==> src/rtl/grant_lock_pkg.sv <==
// Shared types and default sizing for the grant_lock arbiter.
package grant_lock_pkg;

   typedef enum logic [1:0] {
      IDLE = 2'd0,
      OWN  = 2'd1,
      GAP  = 2'd2
   } gl_state_t;

   localparam int unsigned GL_N_DEFAULT        = 8;
   localparam int unsigned GL_MAX_HOLD_DEFAULT = 16;

endpackage

==> src/rtl/grant_lock_priority_pick.sv <==
// Fixed-priority picker: lowest set index wins; all-zero input gives all-zero output.
module priority_pick #(
   parameter int unsigned N = 8
) (
   input  logic [0:N-1]         i_vec,
   output logic [0:N-1]         o_onehot,
   output logic [$clog2(N)-1:0] o_idx
);

   localparam int unsigned IW = $clog2(N);

   logic w_found;

   // scan from index 0 upward and keep the first set bit
   always_comb begin
      o_onehot = '0;
      o_idx    = '0;
      w_found  = 1'b0;
      for (int unsigned i = 0; i < N; i++) begin
         if (i_vec[i] && !w_found) begin
            o_onehot[i] = 1'b1;
            o_idx       = IW'(i);
            w_found     = 1'b1;
         end
      end
   end

endmodule

==> src/rtl/grant_lock.sv <==
// Locking priority arbiter: a grant is held until released or until MAX_HOLD
// cycles elapse, after which the timed-out owner is masked for one arbitration.
module grant_lock
   import grant_lock_pkg::*;
#(
   parameter int unsigned N        = GL_N_DEFAULT,
   parameter int unsigned MAX_HOLD = GL_MAX_HOLD_DEFAULT
) (
   input  logic                 clk,
   input  logic                 reset,
   input  logic [0:N-1]         r,
   output logic [0:N-1]         g,
   output logic [$clog2(N)-1:0] owner,
   output logic                 busy,
   output logic                 expired
);

   localparam int unsigned IW = $clog2(N);
   localparam int unsigned HW = $clog2(MAX_HOLD);

   gl_state_t       r_state;
   logic [HW-1:0]   r_hold;
   logic [0:N-1]    r_mask;

   logic [0:N-1]    w_unmasked;
   logic [0:N-1]    w_cand;
   logic [0:N-1]    w_pick_oh;
   logic [IW-1:0]   w_pick_idx;

   // masked requesters are skipped unless nobody else is asking
   always_comb begin
      w_unmasked = r & ~r_mask;
      w_cand     = (|w_unmasked) ? w_unmasked : r;
   end

   priority_pick #(
      .N(N)
   ) u_pick (
      .i_vec    (w_cand),
      .o_onehot (w_pick_oh),
      .o_idx    (w_pick_idx)
   );

   // arbitration state machine with hold counter, mask and registered outputs
   always_ff @(posedge clk) begin
      if (reset) begin
         r_state <= IDLE;
         r_hold  <= '0;
         r_mask  <= '0;
         g       <= '0;
         owner   <= '0;
         busy    <= 1'b0;
         expired <= 1'b0;
      end else begin
         expired <= 1'b0;
         case (r_state)
            IDLE: begin
               if (|w_cand) begin
                  r_state <= OWN;
                  g       <= w_pick_oh;
                  owner   <= w_pick_idx;
                  busy    <= 1'b1;
                  r_hold  <= '0;
                  r_mask  <= '0;
               end
            end
            OWN: begin
               // release is tested first so it beats a simultaneous timeout
               if (!r[owner]) begin
                  r_state <= IDLE;
                  g       <= '0;
                  busy    <= 1'b0;
               end else if (r_hold == HW'(MAX_HOLD - 1)) begin
                  r_state <= GAP;
                  r_mask  <= g;   // g is the one-hot of owner while in OWN
                  g       <= '0;
                  busy    <= 1'b0;
                  expired <= 1'b1;
               end else begin
                  r_hold  <= r_hold + HW'(1);
               end
            end
            GAP: begin
               r_state <= IDLE;
            end
            default: begin
               r_state <= IDLE;
               g       <= '0;
               busy    <= 1'b0;
            end
         endcase
      end
   end

endmodule

==> config.mk <==
export PLATFORM = sky130hd
export DESIGN_NAME = grant_lock
export DESIGN_NICKNAME = d
export VERILOG_FILES = /design/src/rtl/grant_lock_pkg.sv /design/src/rtl/grant_lock_priority_pick.sv /design/src/rtl/grant_lock.sv
export SDC_FILE = /design/constraint.sdc
export NUM_CORES = 1
export LEC_CHECK = 0
export CAP_MARGIN = 15
export CORE_MARGIN = 1
export CORE_UTILIZATION = 35
export CTS_BUF_LIST = sky130_fd_sc_hd__clkbuf_4
export DETAILED_ROUTE_END_ITERATION = 12
export SLEW_MARGIN = 20
export SYNTH_ARGS = -nofsm -noshare
export SYNTH_HDL_FRONTEND = slang
export SYNTH_SLANG_ARGS = --single-unit
==> constraint.sdc <==
create_clock -name clk -period 5.3 [get_ports clk]
set_input_delay 0.795 -clock clk [delete_from_list [all_inputs] [get_ports clk]]
set_output_delay 0.795 -clock clk [all_outputs]
set_load 0.02 [all_outputs]
==> After elaboration in Yosys (flattened, before gate mapping) <==
Cells that the tools add are included.
{ "totals": {"word_cells": 93, "in_bits": 10, "regBits": 27, "out_inout_bits": 13} }
{ "op_classes": {"eq_ne": 8, "order_cmp": 1, "n_mux": 46, "bitwise_logic": 6, "addsub": 1, "n_reduce_logical": 24} }
{ "ops": {"columns": ["cell", "count"], "rows": [
  ["$mux W8", 7],
  ["$pmux W8 S3", 1],
  ["$mux W1", 21],
  ["$pmux W8 S2", 1],
  ["$reduce_or A8 Y1", 2],
  ["$mux W3", 4],
  ["$mux W4", 3],
  ["$mux W2", 5],
  ["$and A8 B8 Y8", 1],
  ["$ne A2 B2 Y1 const B", 4],
  ["$not A8 Y8", 1],
  ["$pmux W4 S2", 1],
  ["$reduce_and A4 Y1", 2],
  ["$logic_and A1 B1 Y1", 7],
  ["$logic_not A1 Y1", 7],
  ["$add A4 B1 Y4 const B", 1],
  ["$eq A4 B4 Y1 const B", 1],
  ["$ge A4 B4 Y1 const B", 1],
  ["$not A3 Y4", 1],
  ["$pmux W2 S2", 1],
  ["$reduce_and A2 Y1", 2],
  ["$bmux W1 S3", 1],
  ["$ne A3 B3 Y1 const B", 1],
  ["$not A1 Y1", 3],
  ["other kinds (7)", 7]
]} }

==> Depth between registers and ports, before layout <==
{ "depth": {"word_depth": 28, "depth_mapped": 8, "mapped_depth_nobuf": 7} }

==> Modules after synthesis <==
A second synthesis with hierarchy kept.
{ "unflattened": {"hier_cells": 178, "area_unflattened_um2": 1619.1} }
{ "by_module_without_submodules": {"columns": ["mod", "seq_area_each_um2", "n_inst", "area_each_um2", "cells_per_inst"], "rows": [
  ["grant_lock", 540.5, 1, 1471.4, 157],
  ["priority_pick", 0.0, 1, 147.6, 21]
]} }

==> Worst setup path after synthesis <==
OpenSTA, ideal clock, no wires.
{ "synth_path": {"path_kind": "input to register", "from": "in r[1] (netlist name)", "to": "reg r_mask[2] (netlist name)", "required_ns": 5.168, "stages": 8, "setup_ns": 0.132, "n_path_buf": 2, "arrival_ns": 2.358, "slack_ns": 2.810, "path_cell_list": "mux4_1 > mux2_4 > and3b_1 > buf_6 > and2_4 > buf_6 > a32oi_1 > a21oi_1"} }
{ "synth_via": {"elab_chain_len": 6, "elab_cells_between_ends": 10, "classes_between": "2 x eq/ne; 4 x mux; 1 x bitwise; 3 x reduce/logical"} }
{ "synth_rtl": {"columns": ["item", "line", "rtl"], "rows": [
  ["start, declared", "grant_lock.sv:11", "input logic [0:N-1] r,"],
  ["$and A8 B8 Y8", "grant_lock.sv:32", "w_unmasked = r & ~r_mask;"],
  ["$reduce_or A8 Y1", "grant_lock.sv:33", "w_cand = (|w_unmasked) ? w_unmasked : r;"],
  ["$mux W8", "grant_lock.sv:33", null],
  ["$reduce_or A8 Y1", "grant_lock.sv:58", "if (|w_cand) begin"],
  ["$ne A2 B2 Y1 (no line)", null, null],
  ["$reduce_and A4 Y1 (no line) *", null, null],
  ["end signal, assigned", "grant_lock.sv:75", "r_mask <= g;"],
  ["end, declared", "grant_lock.sv:23", "logic [0:N-1] r_mask;"]
]} }
Mark *: on every way between the ends. The rest lies on a longest branch, timed or not. The select of a mux whose other input is x is not followed.
A chain may end at the register's enable or synchronous reset.

==> Worst setup path in the final report <==
{ "layout_path": {"from": "in r[4] (netlist name)", "to": "reg g[5] (netlist name)"} }
{ "layout_via": {"elab_chain_len": 21, "elab_cells_between_ends": 29, "classes_between": "2 x eq/ne; 13 x mux; 1 x bitwise; 13 x reduce/logical"} }
{ "layout_rtl": {"columns": ["item", "line", "rtl"], "rows": [
  ["$and A8 B8 Y8", "grant_lock.sv:32", null],
  ["$reduce_or A8 Y1", "grant_lock.sv:33", null],
  ["$mux W8", "grant_lock.sv:33", null],
  ["$mux W1", "grant_lock_priority_pick.sv:20", "if (i_vec[i] && !w_found) begin"],
  ["$logic_not A1 Y1", "grant_lock_priority_pick.sv:20", null],
  ["$logic_and A1 B1 Y1", "grant_lock_priority_pick.sv:20", null],
  ["$mux W1", "grant_lock_priority_pick.sv:20", null],
  ["$logic_not A1 Y1", "grant_lock_priority_pick.sv:20", null],
  ["[5 not listed]", null, null],
  ["$logic_not A1 Y1", "grant_lock_priority_pick.sv:20", null],
  ["$logic_and A1 B1 Y1", "grant_lock_priority_pick.sv:20", null],
  ["$mux W1", "grant_lock_priority_pick.sv:20", null],
  ["$logic_not A1 Y1", "grant_lock_priority_pick.sv:20", null],
  ["$logic_and A1 B1 Y1", "grant_lock_priority_pick.sv:20", null],
  ["$mux W1", "grant_lock_priority_pick.sv:20", null],
  ["$mux W8", "grant_lock.sv:58", null],
  ["$pmux W8 S3", "grant_lock.sv:56", "case (r_state)"],
  ["end signal, assigned", "grant_lock.sv:60", "g <= w_pick_oh;"],
  ["end, declared", "grant_lock.sv:12", "output logic [0:N-1] g,"]
]} }
Parallel ways exist; a longest one is shown, timed or not. The select of a mux whose other input is x is not followed.

==> metrics.csv <==
metric,value,unit
slew at the pin closest to its max-slew limit,909.2,ps
IO Pins,23,
Critical Path Max Stage Delay,530,ps
post-synthesis mux area share,5.965,%
maximum clock path buffer count,2,
mapped cell area,1510,sq um
die area,4581,sq um
iteration count of the initial detailed-routing pass,5,
final net count,196,
Mapped Cells,166,
"Slew Viols, Final",0,
vias in the first global route,1305,
crit start category,input pin,
CTS tree,done,
Worst path slowest cell,clkdlybuf4s50_1,
die height,67.69,microns
post-cts resize count,0,
Max Clock Freq,0.3428,GHz
total design power,0.3879,mW
area growth from synthesis to layout,16.90,%
chip width,67.69,microns
Root Buffer,clkbuf_4,
Synth Area in Compound Gates,28.09,%
Congestion Overflow GR,0,
Diodes inserted,0,
Port Buf Inserts,22,
H-tree depth,1,
"CTS clk-pin slew, worst paths",150,ps
setup TNS,0,ps
via count,1392,
setup bufs post-CTS,0,
number of enable flip-flop cells after synthesis,0,
Final ANT Viol Nets,0,
run status,finished clean,
synthesized flop and latch total,27,
"Hold Violations, Final",0,
"Design Area, Final",1765,sq um
initial cell density of the core,37.22,%
Syn Nets,177,
Leak,0.5767,nW
Hold WC Path Type,reg -> reg,
CP arrival,3180,ps
CTS Sinks,27,
most frequent cells in the layout,"dfxtp_1 (27), clkdlybuf4s50_1 (22), a21oi_1 (19)",
fillers,410,
# setup viols final,0,
DR vias/cell,5.949,
DR iter-0 viols,149,
DRC,0,
Max IR drop VDD,104.0,uV
Worst slew margin,39.19,%
DP Area,1735,sq um
post-synthesis cell type count,44,
worst skew pair latency,330,ps
sequential area share after synthesis,35.79,%
CTS Buf Count,3,
worst-path fanout max,16,
simple-gate portion of the synthesized area,24.28,%
"commonest non-fill, non-tap cell in the layout",dfxtp_1,
kind of critical path,in -> reg,
wire length of the first global-routing pass,6.223,mm
RSZ-0062 raised after global routing,false,
share of cells above drive strength 1,8.152,%
clock skew,4.702,ps
# hold bufs at CTS,0,
xor and xnor area share after synthesis,0,%
largest family of logic cells by synthesized area,compound AO/OA/AOI/OAI gates,
initial antenna violation count,0,
Setup crit end kind,register,
syn_area_per_cell,9.098,sq um
Tot GR Track Use,18.37,%
Synth Area in Adders,0.8285,%
drt wl/cell,16.66,microns
crit share post-route,55.03,%
HPWL after DPL,2.865,mm
fin crit period,2917,ps
largest net degree at the start of global routing,24,
"critical path, cell by cell","clkdlybuf4s50_1, inv_1, o2111ai_2, o21ai_1, a22oi_2, a41oi_4, mux2_1, nor2_1",
warnings from Yosys,0,
# rows,23,
post-synthesis async set-or-reset flop share,0,%
RePlAce Congestion,0.8989,
Main synth FF type,dfxtp_1,
core area,4058,sq um
Worst Path Required,5560,ps
max-cap violations,0,
PwrDens,219.7,nW/um^2
final wirelength,3.899,mm
routing by layer:
layer | vias up | GRT usage (%) | share of wire [%]
met5 | - | 0 | 0
met4 | 0 | 7.447 | 1.0
met3 | 4 | 2.703 | 5.8
met2 | 50 | 27.23 | 47
met1 | 670 | 26.17 | 46
li1 | 668 | - | -
synth_stat cells, drive strengths merged (2+ instances only):
cell | instances | area (sq um)
a41oi | 2 | 36.29
mux4 | 2 | 52.55
a211oi | 3 | 27.52
dfxtp | 27 | 540.5
a22oi | 9 | 91.33
nand2 | 10 | 37.54
and3 | 4 | 25.02
nand3 | 13 | 65.06
buf | 5 | 46.29
o2111ai | 2 | 41.29
or2b | 2 | 15.01
a21oi | 20 | 103.9
nand3b | 9 | 67.56
a32oi | 3 | 26.28
clkbuf | 3 | 11.26
inv | 5 | 18.77
nand2b | 5 | 31.28
and2 | 5 | 33.78
mux2 | 3 | 37.53
nand4 | 5 | 31.28
o21ai | 11 | 55.05
nor2 | 7 | 26.28
cell type report:
class / count / area, sq um / area share (%)
clock buffer: 3 / 22.52 / 1.276
clock inverter: 1 / 7.507 / 0.4252
inverter: 5 / 18.77 / 1.063
multi-input combinational: 126 / 893.4 / 50.60
sequential: 27 / 540.5 / 30.62
tap: 50 / 62.56 / 3.544
timing repair buffer: 22 / 220.2 / 12.47
power by group:
group | internal [mW] | switching, mW | leakage [nW] | total [mW]
clock network | 0.0288 | 0.0652 | 0.0139 | 0.0940
registers | 0.209 | 0.00691 | 0.219 | 0.216
logic | 0.0333 | 0.0446 | 0.343 | 0.0779
critical path: cells and delay by family:
| kind | cells | cell delay (ps) |
|---|---|---|
| AOI/OAI and AO/OA | 4 | 1310 |
| buffers and inverters | 2 | 600 |
| muxes | 1 | 400 |
| and+or+nand+nor | 1 | 80 |
worst paths after layout:
kind | to | from | slack (ps) | cells after the start
setup / recovery | g[5] | r[4] | 2380 | 8
hold / removal | r_hold[1] | r_hold[1] | 500 | 2
setup reg to reg | g[5] | r_mask[0] | 2950 | 7
hold reg to reg | r_hold[1] | r_hold[1] | 500 | 2
per-stage QoR:
| stage | setup slack [ps] | instances | utilization (%) | hold WS, ps |
|---|---|---|---|---|
| after floorplan | 2810 | 166 | - | 458.1 |
| after global placement | 2092 | 230 | 42.77 | 477.1 |
| after detailed placement | 2021 | 230 | 42.77 | 481.3 |
| after CTS | 2373 | 234 | 43.51 | 506.5 |
| after global routing | 2230 | 234 | 43.51 | 530.9 |
| final | 2383 | 234 | 43.51 | 504.7 |
cell families after synthesis:
family | after synthesis
compound gates | 55
fa+ha+maj | 1
buf+inv | 13
flops | 27
mux | 5
simple gates | 65
state kept, by name (all words and copies together) (netlist names):
register and flops:
g 8, r_hold 4, r_mask 8, expired 1, owner 3, busy 1, r_state 2
Note: power is estimated with default switching activity, not from simulation.
